### src/rtl/prog_mem_pkg.sv
// Shared definitions for the program-memory loader: state encoding and size defaults.
package prog_mem_pkg;

    localparam int PM_ADDR_W = 4;
    localparam int PM_DATA_W = 8;
    localparam int PM_DEPTH  = 2 ** PM_ADDR_W;

    // Code 3 is never produced; the loader treats it exactly like CLEAR.
    typedef enum logic [1:0] {
        CLEAR = 2'd0,
        LOAD  = 2'd1,
        RUN   = 2'd2
    } pm_state_e;

endpackage : prog_mem_pkg

### src/rtl/prog_mem_ram.sv
// DEPTH x DATA_W program memory: one synchronous write port, asynchronous read.
module prog_mem_ram #(
    parameter int ADDR_W = 4,
    parameter int DATA_W = 8,
    parameter int DEPTH  = 2 ** ADDR_W
) (
    input  logic              clk,
    input  logic              we,
    input  logic [ADDR_W-1:0] waddr,
    input  logic [DATA_W-1:0] wdata,
    input  logic [ADDR_W-1:0] raddr,
    output logic [DATA_W-1:0] rdata
);

    logic [DATA_W-1:0] mem [DEPTH];

    // Single write port; contents are never reset, the loader sweeps them to zero.
    always_ff @(posedge clk) begin
        if (we) begin
            mem[waddr] <= wdata;
        end
    end

    // The CPU fetches combinationally from the current address.
    assign rdata = mem[raddr];

endmodule : prog_mem_ram

### src/rtl/prog_mem_loader.sv
// Program-memory loader: clears memory, streams a program in, then releases the CPU.
module prog_mem_loader
    import prog_mem_pkg::*;
#(
    parameter int ADDR_W = PM_ADDR_W,
    parameter int DATA_W = PM_DATA_W,
    parameter int DEPTH  = 2 ** ADDR_W
) (
    input  logic              clk,
    input  logic              reset_n,
    input  logic              ld_valid,
    input  logic [DATA_W-1:0] ld_data,
    input  logic              ld_last,
    output logic              ld_ready,
    input  logic              ld_start,
    output logic              cpu_reset_n,
    input  logic [ADDR_W-1:0] mem_address,
    input  logic [DATA_W-1:0] mem_data_w,
    input  logic              mem_we,
    output logic [DATA_W-1:0] mem_data_r,
    output logic [1:0]        dbg_state
);

    localparam logic [ADDR_W-1:0] LAST_ADDR = ADDR_W'(DEPTH - 1);

    pm_state_e         state_reg, state_next;
    logic [ADDR_W-1:0] counter_reg, counter_next;
    logic              cpu_reset_n_reg;

    logic              wr_en;
    logic [ADDR_W-1:0] wr_addr;
    logic [DATA_W-1:0] wr_data;

    // State, address counter and the registered CPU reset.
    always_ff @(posedge clk) begin
        if (!reset_n) begin
            state_reg       <= CLEAR;
            counter_reg     <= '0;
            cpu_reset_n_reg <= 1'b0;
        end else begin
            state_reg       <= state_next;
            counter_reg     <= counter_next;
            cpu_reset_n_reg <= (state_next == RUN);
        end
    end

    // Next-state logic and the single write-port mux (CLEAR > LOAD > CPU by state).
    always_comb begin
        state_next   = state_reg;
        counter_next = counter_reg;
        wr_en        = 1'b0;
        wr_addr      = counter_reg;
        wr_data      = '0;
        ld_ready     = 1'b0;
        case (state_reg)
            LOAD: begin
                ld_ready = 1'b1;
                if (ld_valid) begin
                    wr_en        = 1'b1;
                    wr_data      = ld_data;
                    counter_next = counter_reg + 1'b1;
                    // Final byte either flagged or forced by a full memory; no wrap.
                    if (ld_last || (counter_reg == LAST_ADDR)) begin
                        state_next   = RUN;
                        counter_next = '0;
                    end
                end
            end
            RUN: begin
                if (mem_we) begin
                    wr_en   = 1'b1;
                    wr_addr = mem_address;
                    wr_data = mem_data_w;
                end
                // A simultaneous CPU write still lands; the sweep overwrites it later.
                if (ld_start) begin
                    state_next   = CLEAR;
                    counter_next = '0;
                end
            end
            default: begin
                // CLEAR, and the unused code 3: zero one word per cycle.
                wr_en        = 1'b1;
                wr_data      = '0;
                counter_next = counter_reg + 1'b1;
                if (counter_reg == LAST_ADDR) begin
                    state_next   = LOAD;
                    counter_next = '0;
                end
            end
        endcase
    end

    prog_mem_ram #(
        .ADDR_W (ADDR_W),
        .DATA_W (DATA_W),
        .DEPTH  (DEPTH)
    ) u_ram (
        .clk   (clk),
        .we    (wr_en && reset_n),
        .waddr (wr_addr),
        .wdata (wr_data),
        .raddr (mem_address),
        .rdata (mem_data_r)
    );

    assign cpu_reset_n = cpu_reset_n_reg;
    assign dbg_state   = state_reg;

endmodule : prog_mem_loader

### config.mk
export PLATFORM = sky130hd
export DESIGN_NAME = prog_mem_loader
export DESIGN_NICKNAME = d
export VERILOG_FILES = /design/src/rtl/prog_mem_pkg.sv /design/src/rtl/prog_mem_ram.sv /design/src/rtl/prog_mem_loader.sv
export SDC_FILE = /design/constraint.sdc
export NUM_CORES = 1
export LEC_CHECK = 0
export ABC_AREA = 0
export BUFFER_PORTS_ARGS = -buffer_cell sky130_fd_sc_hd__buf_4
export CELL_PAD_IN_SITES_DETAIL_PLACEMENT = 0
export CELL_PAD_IN_SITES_GLOBAL_PLACEMENT = 1
export CORE_ASPECT_RATIO = 1.1
export CORE_MARGIN = 4
export CORE_UTILIZATION = 40
export DETAILED_ROUTE_END_ITERATION = 7
export PLACE_DENSITY_LB_ADDON = 0.1
export REMOVE_ABC_BUFFERS = 1
export SLEW_MARGIN = 20
export SYNTH_ARGS = -nofsm -noshare
export SYNTH_HDL_FRONTEND = slang
export SYNTH_SLANG_ARGS = --single-unit
### constraint.sdc
create_clock -name clk -period 4.53 [get_ports clk]
set_clock_uncertainty 0.05 [all_clocks]
set_input_delay 0.906 -clock clk [delete_from_list [all_inputs] [get_ports clk]]
set_output_delay 0.906 -clock clk [all_outputs]
set_load 0.05 [all_outputs]
# Word-level counts from Yosys, hierarchy flattened
# Memories as Yosys holds them, arrays and structs flattened.
# Cells that the tools add are included.
# totals
register_bits	7
ramBits	128
in_bits	26
output_inout_bits	12
wordCells	35
n_memories	1
# op_classes
add_sub_neg	1
eq_ne	6
muxes	21
n_reduce_logical	3
# mem_list
name	depth	word_bits	read_ports	rd_ports_with_merged_regs	write_ports	line	rtl
u_ram.mem	16	8	1	0	1	prog_mem_ram.sv:15	logic [DATA_W-1:0] mem [DEPTH];
# op_table
op	count
2-to-1 mux 4 bit	6
2-to-1 mux 8 bit	2
one-hot mux 8 bit (2 select lines)	1
2-to-1 mux 2 bit	4
one-hot mux 4 bit (2 select lines)	1
2-to-1 mux 1 bit	5
adder 4 x 1 -> 4 bit, second input constant	1
equality test 2 bit, second input constant	2
equality test 4 bit, second input constant	1
!= test 2 bit, second input constant	2
one-hot mux 2 bit (2 select lines)	1
equality test 2 x 1 -> 1 bit, second input constant	1
one-hot mux 1 bit (2 select lines)	1
AND reduction 2 bit	1
logical AND 1 bit	1
logical OR 1 bit	1

# Longest topological paths before layout
# Gate-level depths: netlist of the first run.
# logic_depth
word_depth	6
mapped_depth	7
depth_no_buf	6

# Cells and area by module
# From an unflattened synthesis of the first run, not the netlist that was laid out.
# unflattened
cells_unflattened	295
hier_area_um2	5560.3
# modules_own_cells
module	instances	cells_per_inst	area_per_inst_um2	seq_area_each_um2
prog_mem_ram	1	221	4987.3	3843.7
prog_mem_loader	1	74	573.0	140.1

# Worst setup path before layout of the first run
# OpenSTA, ideal clock, no wires.
# synth_path
path_type	input -> output
startpoint	input port mem_address[0]
endpoint	output port mem_data_r[4]
t_arrival_ns	2.535
required_ns	3.574
slack_ns	1.039
cell_stages	7
n_path_buf	3
cell_sequence	buf_6 > buf_12 > buf_6 > nor2b_1 > a221oi_1 > a21oi_1 > o21ai_1
# synth_via
elab_chain_cells	1
# synth_rtl
element	line	rtl
start, declared	prog_mem_loader.sv:17	input logic [ADDR_W-1:0] mem_address,
memory read (16 x 8 bit)	--	
end, declared	prog_mem_loader.sv:20	output logic [DATA_W-1:0] mem_data_r,
# Every way passes these cells.

# Worst setup path in the final report of the first run
# layout_path
startpoint	input port mem_address[0]
endpoint	output port mem_data_r[5]
# The elaborated chain is that of the path after synthesis.

==> reports/results.txt, run 1 <==
Synth cell types = 36
CP Capture Type = output port
setup TNS = 0 ps
Worst R2R Setup Slack = 1670 ps
FMAX = 0.270 GHz
vias per cell = 5.26
maximum vdd ir drop = 0.199 mV
Core Area = 0.0139 mm2
initial antenna violation count = 0
largest net degree at the start of global routing = 38
Data required, critical path = 3570 ps
chip height = 133 um
post-layout power = 2880 uW
Worst-Skew Late Latency = 410 ps
Final ANT Viol Nets = 0
Synth Flop Type = edfxtp_1
GPL Wtd Cong = 0.740
min cycle time layout = 3710 ps
#FFs+latches synth = 135
part of the Yosys area used for sequential elements = 69.8%
share of layout cells above drive strength 1 = 20.8%
row count = 45
clock slew at reported path FFs = 60 ps
most frequent cells in the layout = edfxtp_1 (128), buf_4 (43), nor2_1 (25)
Inst Count DP = 532
relative slew slack = 31.2%
global-route wire length before repair = 17800 um
Startpoint Class = primary input
max-cap violation count = 0
layout filler cell count = 1243
Starting DRT DRC Count = 199
PortBufs = 37
total gr overflow = 0
Sink Count = 135
cts repair resizes = 0
ys async rst share = 0%
vias in the first global route = 3054
most common cell after layout, fill and taps aside = edfxtp_1
Hold Crit Class = reg -> reg
post-route insts no fill = 563
htree depth = 4
die area = 0.0162 mm2
status = complete, no violations
RSZ-0062 raised after global routing = false
drt drc = 0
critical path class = in -> out
CTS root buf = clkbuf_16
post-CTS setup repair buffer count = 0
fin crit share = 81.9%
via count = 2963
Least-Margin Pin Slew = 1030 ps
CTS tree = yes
dpl hpwl = 7110 um
Boundary Pins = 38
total track usage = 15.2%
DRT Pass-1 Iters = 4
die span in x = 122 um
Fin. Hold Viols = 0
setup violators final = 0
Cells after Synth = 319
WL per Instance = 20.3 um
Starting Density = 41.0%
ANT cells = 0
Nets = 392
Mapped Avg Cell Area = 17.9 um2
synthesized area = 0.00571 mm2
max reg flops = 128
Final Slew Violations = 0
Leakage = 0.00257 uW
PwrDens = 428 mW/mm2
CP Data Arrival Time = 2750 ps
Post-synth EDFFs = 128
clock tree buffer depth = 2
Post-Route WL = 11400 um
Area Growth Syn to Fin = 18.2%
crit path max fanout = 35
synthesis warning total = 0
TritonCTS Buffers = 17
hold_buf cts = 0
[cells in the mapped netlist, types with 2 or more instances]
cell type,number,area [um2]
a211oi_1,10,75.1
a21oi_1,15,75.1
a22oi_1,10,75.1
a31oi_1,3,18.8
and2_1,4,25.0
and3_1,2,12.5
buf_1,2,7.51
buf_12,2,40.0
buf_2,6,30.0
buf_6,2,22.5
clkbuf_1,6,22.5
dfxtp_1,7,140
edfxtp_1,128,3840
ha_1,3,37.5
inv_1,5,18.8
mux2i_1,9,90.1
mux4_1,24,631
mux4_2,7,158
nand2_1,4,15.0
nand4_1,2,12.5
nor2_1,28,105
nor2b_1,12,75.1
nor3_1,3,15.0
nor3b_1,5,37.5
o21ai_0,9,45.0
[layout make-up]
class	count	area, um2	area share [%]
well taps	188	235	3.49
multi-input cells	161	1590	23.6
repair buffers	43	323	4.79
clock buffers	20	437	6.48
flip-flops and latches	135	3980	59.1
inverters	5	18.8	0.278
clock inverters	11	156	2.32
[cells by family (layout without fill, tap and decap cells)]
family                   count (synthesis)  count (layout)  share of synthesized area [%]
adder cells (fa/ha/maj)                  3               3                          0.658
multiplexers                            40              40                           15.4
AND/OR/NAND/NOR                         64              64                           5.66
AO/OA/AOI/OAI                           54              54                           6.01
buffers and inverters                   23              79                           2.48
flip-flops                             135             135                           69.8
[through the flow]
| stage | setup WS [ps] | cell area (um2) | util, % | hold WS, ps |
|---|---|---|---|---|
| 6_report | 821 | 6740 | 48.5 | 505 |
| 5_1_grt | 685 | 6740 | 48.5 | 547 |
| 4_1_cts | 783 | 6740 | 48.4 | 512 |
| 3_5_place_dp | 783 | 6140 | 44.2 | 502 |
| 3_3_place_gp | 789 | 6140 | 44.2 | 497 |
| 2_1_floorplan | 1430 | 5580 | - | 452 |
[worst max-delay path: stages]
cell	delay (ps)
buf_4	500
mux4_1	610
nor2b_1	140
a211oi_1	310
a21oi_1	70
buf_4	200
[path summary, 6_finish.rpt]
check	from	endpoint	depth (start not counted)
min	dbg_state[1]	dbg_state[1]	2
max	mem_address[0]	mem_data_r[5]	6
min reg2reg	dbg_state[1]	dbg_state[1]	2
max reg2reg	dbg_state[0]	u_ram.mem[0][2]	6
[where the power goes]
| group | switching [uW] | internal (uW) | total [uW] |
|---|---|---|---|
| Clock | 472 | 909 | 1380 |
| Combinational | 78.4 | 55.3 | 134 |
| Sequential | 6.43 | 1360 | 1370 |
[layer usage]
layer / vias to the layer above / track usage [%] / wire (um)
met5: - / 0 / 0
met4: 0 / 6.16 / 164
met3: 12 / 3.40 / 446
met2: 64 / 23.0 / 5540
met1: 1486 / 21.2 / 5290
li1: 1401 / - / -
(Power assumes the default switching activity.)
==> run 2, diff against run 1 <==
==> constraint.sdc (replaced) <==
create_clock -name clk -period 3.2 [get_ports clk]
set_clock_uncertainty 0.05 [all_clocks]
set_input_delay 0.64 -clock clk [delete_from_list [all_inputs] [get_ports clk]]
set_output_delay 0.64 -clock clk [all_outputs]
set_load 0.05 [all_outputs]
==> run 2 against run 1 <==
Global-route usage grew 0.29 points. Worst hold slack lost 110 ps. Setup slack lost 610 ps. Largest power group is now sequential cells.
==> reports/results.txt, run 2 (same netlist as run 1, synthesis figures left out) <==
status = complete, no violations
hold_buf cts = 0
DRT Pass-1 Iters = 4
htree depth = 4
relative slew slack = 30.5%
clock tree buffer depth = 2
Worst R2R Setup Slack = 610 ps
CP Capture Type = output port
switch share = 21.3%
most frequent cells in the layout = edfxtp_1 (128), buf_4 (58), nor2_1 (26)
cts repair resizes = 0
setup TNS = 0 ps
Final ANT Viol Nets = 0
Core Area = 0.0139 mm2
ANT cells = 0
Final Hold Slack = 398 ps
Post-Route WL = 11700 um
row count = 45
drt drc = 0
PortBufs = 37
share of layout cells above drive strength 1 = 25.8%
layout filler cell count = 1222
Fin. Hold Viols = 0
Sink Count = 135
Worst Setup SP = mem_address[0]
Boundary Pins = 38
vias in the first global route = 3152
Area Growth Syn to Fin = 20.0%
Starting Density = 41.0%
max reg flops = 128
chip height = 133 um
TritonCTS Buffers = 17
fin crit share = 93.5%
Data required, critical path = 2510 ps
Startpoint Class = primary input
global-route wire length before repair = 18100 um
Worst-Skew Late Latency = 410 ps
CP cell instances = buf_6, mux4_1, nor2b_1, a211oi_1, a21oi_1, buf_4
max-cap violation count = 0
critical path class = in -> out
most common cell after layout, fill and taps aside = edfxtp_1
CTS tree = yes
PwrDens = 587 mW/mm2
initial antenna violation count = 0
FMAX = 0.334 GHz
maximum vdd ir drop = 0.359 mV
Final Slew Violations = 0
GPL Wtd Cong = 0.791
RSZ-0062 raised after global routing = false
dpl hpwl = 7530 um
clock slew at reported path FFs = 60 ps
die span in x = 122 um
Reg-to-Reg Start = dbg_state[0]
CP Data Arrival Time = 2300 ps
Slowest Stage Delay on Critical Path = 580 ps
largest net degree at the start of global routing = 30
via count = 3069
CTS root buf = clkbuf_16
total track usage = 15.5%
total gr overflow = 0
Logic pwr share = 5.0%
WL per Instance = 20.2 um
vias per cell = 5.29
Least-Margin Pin Slew = 1040 ps
sw power = 857 uW
clock power share = 46.8%
post-CTS setup repair buffer count = 0
die area = 0.0162 mm2
min cycle time layout = 2990 ps
Int Power = 3160 uW
Hold Crit Start = reset_n
crit path max fanout = 29
Seq pwr share = 48.2%
setup violators final = 0
Leakage = 0.00266 uW
Nets = 408
Starting DRT DRC Count = 196
Worst path slowest cell = mux4_1
Hold Crit Class = in -> reg
run 2: worst max-delay path: cells and delay by family:
family	cells	cell delay [ps]
AO/OA/AOI/OAI	2	410
buffers and inverters	2	510
AND/OR/NAND/NOR	1	140
multiplexers	1	580
run 2: layout make-up:
cell class	count	area (um2)	area share, %
tap	188	235	3.43
clock buffer	17	425	6.21
multi-input combinational	161	1590	23.2
clock inverter	15	154	2.25
timing repair buffer	59	447	6.52
inverter	5	18.8	0.274
sequential	135	3980	58.2
run 2: final timing paths:
check / to / cells past startpoint
max: mem_data_r[5] / 6
max reg2reg: u_ram.mem[15][5] / 5
min reg2reg: dbg_state[1] / 2
min: dbg_state[0] / 2
run 2: through the flow:
stage | instances | setup WS, ps | area (um2) | power (uW) | util [%]
global route | 580 | 40.5 | 6850 | 4160 | 49.3
detailed placement | 548 | 38.5 | 6260 | 2180 | 45.0
global placement | 548 | 19.9 | 6260 | 2180 | 45.0
finish | 580 | 209 | 6850 | 4020 | 49.3
CTS | 580 | 38.3 | 6840 | 4060 | 49.2
floorplan | 301 | 403 | 5580 | 2080 | -
run 2: power groups by stage:
| stage | clock (uW) | combinational (uW) | sequential (uW) |
|---|---|---|---|
| after floorplan | 0 | 105 | 1970 |
| after global placement | 0 | 205 | 1970 |
| after detailed placement | 0 | 205 | 1970 |
| after CTS | 1920 | 205 | 1940 |
| after global routing | 2000 | 217 | 1940 |
| final | 1880 | 201 | 1940 |
run 2: per-layer routing:
| metal | global-route usage, % | wire length [um] | up-vias |
|---|---|---|---|
| li1 | - | - | 1433 |
| met1 | 20.5 | 5410 | 1556 |
| met2 | 24.6 | 5670 | 68 |
| met3 | 4.37 | 436 | 12 |
| met4 | 5.23 | 164 | 0 |
| met5 | 0 | 0 | - |
